===== src/rtl/fetch_stage.sv =====
// fetch_stage: instruction-fetch stage owning the PC, next-PC selection and the IF/ID register.
// Ports:
//   clk, rst        rising-edge clock, asynchronous active-high reset
//   stall           hold PC and IF/ID
//   flush           squash IF/ID contents (insert bubble)
//   redirect_en     load redirect_pc (word aligned) into PC on the next edge
//   redirect_pc     redirect target address
//   PC              current fetch address to instrmem
//   instr           instruction returned by instrmem, combinational on PC
//   ifid_valid      IF/ID slot holds a real instruction
//   ifid_pc         PC of the IF/ID instruction
//   ifid_pc_plus4   ifid_pc + 4
//   ifid_instr      captured instruction (NOP_INSTR on bubble)
//   fetch_fault     one-cycle pulse: misaligned redirect or out-of-range captured PC
module fetch_stage #(
    parameter logic [31:0] RESET_PC   = 32'h0000_0000,
    parameter int          IMEM_WORDS = 256,
    parameter logic [31:0] NOP_INSTR  = 32'h0000_0013
) (
    input  logic        clk,
    input  logic        rst,
    input  logic        stall,
    input  logic        flush,
    input  logic        redirect_en,
    input  logic [31:0] redirect_pc,
    output logic [31:0] PC,
    input  logic [31:0] instr,
    output logic        ifid_valid,
    output logic [31:0] ifid_pc,
    output logic [31:0] ifid_pc_plus4,
    output logic [31:0] ifid_instr,
    output logic        fetch_fault
);
    typedef enum logic {BOOT, RUN} state_t;
    localparam logic [31:0] IMEM_LIMIT = 32'(IMEM_WORDS);
    state_t      state_q, state_d;
    logic [31:0] pc_q, pc_d;
    logic        ifid_valid_q, ifid_valid_d;
    logic [31:0] ifid_pc_q, ifid_pc_d;
    logic [31:0] ifid_pc_plus4_q, ifid_pc_plus4_d;
    logic [31:0] ifid_instr_q, ifid_instr_d;
    logic        fetch_fault_q, fetch_fault_d;
    logic [31:0] pc_plus4;
    logic        run, squash, capture;
    always_comb begin
        pc_plus4        = pc_q + 32'd4;
        run             = state_q == RUN;
        squash          = flush | redirect_en;
        capture         = run & ~squash & ~stall;
        state_d         = RUN;
        // redirect beats stall; the low address bits are dropped so PC stays aligned
        pc_d            = !run        ? pc_q :
                          redirect_en ? {redirect_pc[31:2], 2'b00} :
                          stall       ? pc_q : pc_plus4;
        ifid_valid_d    = capture ? 1'b1 : (run & squash) ? 1'b0 : ifid_valid_q;
        ifid_instr_d    = capture ? instr : (run & squash) ? NOP_INSTR : ifid_instr_q;
        ifid_pc_d       = capture ? pc_q : ifid_pc_q;
        ifid_pc_plus4_d = capture ? pc_plus4 : ifid_pc_plus4_q;
        // an out-of-range fetch is still passed downstream; only the pulse flags it
        fetch_fault_d   = run & ((redirect_en & |redirect_pc[1:0]) |
                                 (capture & ({2'b00, pc_q[31:2]} >= IMEM_LIMIT)));
    end
    always_ff @(posedge clk or posedge rst) begin
        if (rst) begin
            state_q         <= BOOT;
            pc_q            <= RESET_PC;
            ifid_valid_q    <= 1'b0;
            ifid_pc_q       <= 32'd0;
            ifid_pc_plus4_q <= 32'd0;
            ifid_instr_q    <= NOP_INSTR;
            fetch_fault_q   <= 1'b0;
        end else begin
            state_q         <= state_d;
            pc_q            <= pc_d;
            ifid_valid_q    <= ifid_valid_d;
            ifid_pc_q       <= ifid_pc_d;
            ifid_pc_plus4_q <= ifid_pc_plus4_d;
            ifid_instr_q    <= ifid_instr_d;
            fetch_fault_q   <= fetch_fault_d;
        end
    end
    pc_aligned_a: assert property (@(posedge clk) disable iff (rst) pc_q[1:0] == 2'b00);
    assign PC            = pc_q;
    assign ifid_valid    = ifid_valid_q;
    assign ifid_pc       = ifid_pc_q;
    assign ifid_pc_plus4 = ifid_pc_plus4_q;
    assign ifid_instr    = ifid_instr_q;
    assign fetch_fault   = fetch_fault_q;
endmodule


===== config.mk =====
export PLATFORM = sky130hd
export DESIGN_NAME = fetch_stage
export DESIGN_NICKNAME = d
export VERILOG_FILES = /design/src/rtl/fetch_stage.sv
export SDC_FILE = /design/constraint.sdc
export NUM_CORES = 1
export LEC_CHECK = 0
export ABC_CLOCK_PERIOD_IN_PS = 3990
export BUFFER_PORTS_ARGS = -buffer_cell sky130_fd_sc_hd__buf_2
export CAP_MARGIN = 10
export CORE_MARGIN = 1.5
export CORE_UTILIZATION = 50
export CTS_CLUSTER_DIAMETER = 200
export CTS_CLUSTER_SIZE = 14
export DETAILED_ROUTE_END_ITERATION = 6
export GPL_TIMING_DRIVEN = 0
export PLACE_DENSITY = 0.8
export SETUP_SLACK_MARGIN = 0.15
export SLEW_MARGIN = 30
export SYNTH_ARGS = -nofsm -noshare
export SYNTH_HDL_FRONTEND = slang
export SYNTH_SLANG_ARGS = --single-unit
export TNS_END_PERCENT = 30

===== constraint.sdc =====
create_clock -name clk -period 3.99 [get_ports clk]
set_input_delay 0.1995 -clock clk [delete_from_list [all_inputs] [get_ports clk]]
set_output_delay 0.1995 -clock clk [all_outputs]
set_load 0.05 [all_outputs]

==> impl_metrics.json <==
{
  "antenna_found_initial": 0,
  "power_leakage_nw": 3.839,
  "hold_end": "ifid_instr[3]",
  "powerDensity_nw_per_um2": 621.2,
  "status": "finished clean",
  "die_w_um": 111.0,
  "hold_viol": 0,
  "ir_drop_mv": 0.3647,
  "crit_arrival_ns": 2.62,
  "synthArstFlopShare_pct": 100.0,
  "grt_max_degree": 94,
  "clock_skew_ns": 0.008056,
  "hold_class": "in2reg",
  "critical_path_class": "reg2reg",
  "maxCapViolations": 0,
  "rsz0062_at_grt": "false",
  "setup_violations": 0,
  "grt_usage_pct": 30.32,
  "clockBufferDepth": 2,
  "slew_headroom_pct": 49.92,
  "cp.required_ns": 4.25,
  "finalWeightedCongestion": 0.8448,
  "vias_per_cell": 5.745,
  "postCtsSetupRepairBufs": 0,
  "ys_dominant_reg_cell": "dfrtp_1",
  "synth_edf_count": 0,
  "synth_top_area_share_pct": 52.32,
  "clk-insertion-delay-late_ns": 0.41,
  "io_buffers": 191,
  "wl_per_cell_um": 18.55,
  "endpoint_kind": "register",
  "drc_errors": 0,
  "root_buffer": "clkbuf_16",
  "grt_pass1_wl_um": 29210,
  "place_hpwl_um": 12900,
  "tns_ns": 0,
  "final_util_pct": 66.93,
  "coreArea_um2": 11420,
  "path_clk_slew_ns": 0.06,
  "vias": 5630,
  "period_minus_slack_ns": 2.354,
  "die_h_um": 111.0,
  "clock_sinks": 125,
  "layout.nets": 895,
  "synth_area_per_cell_um2": 9.630,
  "cts_tree": "built",
  "row_count": 39,
  "fin_crit_sh_pct": 58.99,
  "die_area_um2": 12330,
  "syn_to_final_growth_pct": 30.96,
  "regToRegSetupSlack_ns": 1.64,
  "first_iter_violations": 592,
  "synth.area.top_cells": "dfrtp_1 (52%), nand2_1 (8.7%), o21ai_0 (4.4%), a22o_1 (4.4%), clkbuf_1 (2.5%)",
  "slew_viol_final": 0,
  "r2r-end": "ifid_pc_plus4[29]",
  "netlist_area_um2": 5836,
  "reg2reg_depth": 6,
  "diodes": 0,
  "fillers": 923,
  "cts_made_buffers": 17,
  "grt_pass1_vias": 5738,
  "wirelength_um": 18180,
  "synth_cell_types": 51,
  "yosys.area.top_type": "dfrtp_1",
  "start_util_pct": 51.11,
  "grt_overflow": 0,
  "r2r-start": "PC[4]",
  "synth-seq-cells": 125,
  "ant_nets": 0,
  "synth_sequential_area_ratio_pct": 53.67,
  "io_pins": 199,
  "cp-start-kind": "register",
  "cp_max_fo": 10,
  "htree_levels": 4,
  "yosysWarningCount": 0,
  "p_total_mw": 4.748,
  "dr.pass1.iters": 5,
  "max_slew.worst_pin.slew_ns": 0.7456,
  "clock.fmax_ghz": 0.4248,
  "hold_path_depth": 2,
  "netlist_instances": 606,
  "hp-start": "instr[3]",
  "layout-drive-gt1-share_pct": 30.23
}
-- kinds of logic (layout without fill, tap and decap cells) --
family                     after synthesis  after routing  share of synthesized area, %
AOI/OAI and AO/OA                      149            149                         16.79
xor gates and xnor gates                28             28                         4.202
adders and majority gates                2              2                        0.4287
buffers and inverters                   67            293                         5.253
DFF                                    125            125                         53.67
muxes                                    2              2                        0.3431
other                                    2              7                        0.1287
and+or+nand+nor                        231            231                         19.19
-- state kept, by name, summed over array words and instances, names as in the netlist --
signal	cells
PC	30
fetch_fault	1
ifid_instr	32
ifid_pc	30
ifid_pc_plus4	30
ifid_valid	1
run	1
-- synthesized netlist by cell type, types with 3 or more instances --
library cell	number
nand2_1	136
dfrtp_1	122
o21ai_0	51
clkbuf_1	39
a22o_1	29
nor2_1	21
a21oi_1	20
xnor2_1	15
nand3_1	14
nand4_1	14
buf_4	13
xor2_1	13
and3_1	7
nor3_1	7
nor4_1	7
o22a_1	7
inv_1	6
a22oi_1	5
a31oi_1	5
and4_1	5
o21ai_1	5
a2bb2oi_1	4
and2_1	4
buf_2	4
o21a_1	4
o22ai_1	4
o2bb2ai_1	4
o311ai_1	4
buf_1	3
dfstp_2	3
nor4_4	3
o211ai_1	3
or3_1	3
-- power breakdown --
part	internal [mW]	total (mW)	leakage (nW)	switching (mW)
Combinational	0.357	1.55	1.98	1.19
Sequential	1.48	1.63	1.57	0.150
Clock	0.983	1.57	0.290	0.586
Total	2.82	4.75	3.84	1.93
-- worst max path at each step --
stage           from           endpoint  slack, ns  cells past startpoint
2_1_floorplan    rst             PC[10]       0.47                      1
3_5_place_dp   PC[3]             PC[28]       1.75                      6
4_1_cts        PC[3]             PC[22]       1.68                      6
3_3_place_gp     rst  ifid_pc_plus4[19]      -0.76                      2
6_report       PC[4]  ifid_pc_plus4[29]       1.64                      6
5_1_grt        PC[4]  ifid_pc_plus4[29]       1.45                      6
-- layout make-up --
cell class	instances	area, um2	share of cell area (%)
inverter	7	33.78	0.4420
clock buffer	18	429.2	5.616
timing repair buffer	194	1003	13.13
tap	143	178.9	2.341
clock inverter	14	168.9	2.210
buffer	60	280.3	3.667
sequential	125	3132	40.98
multi-input combinational	419	2416	31.61
-- metrics by stage --
| stage | std cells | cell area, um2 | setup slack, ns | hold slack [ns] |
|---|---|---|---|---|
| final | 980 | 7642 | 1.636 | 0.006682 |
| after global routing | 980 | 7642 | 1.453 | 0.001464 |
| after CTS | 979 | 7632 | 1.681 | 0.001241 |
| after detailed placement | 946 | 7024 | 1.754 | 0.1697 |
| after global placement | 945 | 6989 | -0.7631 | 0.4219 |
| after floorplan | 611 | 5854 | 0.4679 | 0.3396 |
-- critical path, cell delays in order (launching register included) --
cell and delay, ns:
dfrtp_1 0.36, buf_4 0.17, nand3_1 0.31, nor4_4 0.66
nand4_1 0.33, xnor2_1 0.27, o21ai_0 0.11
-- cells in the final DEF (no fill, tap or decap), types with 4 or more instances in the layout --
cell	n
a21oi_1	20
a22o_1	29
a22oi_1	5
a2bb2oi_1	4
a31oi_1	5
and2_1	4
and3_1	7
and4_1	5
buf_2	195
buf_4	13
clkbuf_1	40
clkbuf_16	17
clkinv_2	4
conb_1	7
dfrtp_1	122
inv_1	5
nand2_1	136
nand3_1	14
nand4_1	14
nor2_1	21
nor3_1	7
nor4_1	7
o21a_1	4
o21ai_0	51
o21ai_1	5
o22a_1	7
o22ai_1	4
o2bb2ai_1	4
o311ai_1	4
xnor2_1	15
xor2_1	13
-- metal layers --
layer  global-route usage [%]  wire, um
met1                    39.20      7179
met2                    48.07      8692
met3                    9.732      1781
met4                    11.31       528
met5                        0         0
-- timing repair --
action                                 4_1_cts  5_1_grt
endpoints found under the hold margin       32        1
hold buffers                                 1        1
resized for setup                            0        0
Power figures use the tool's default switching activity.
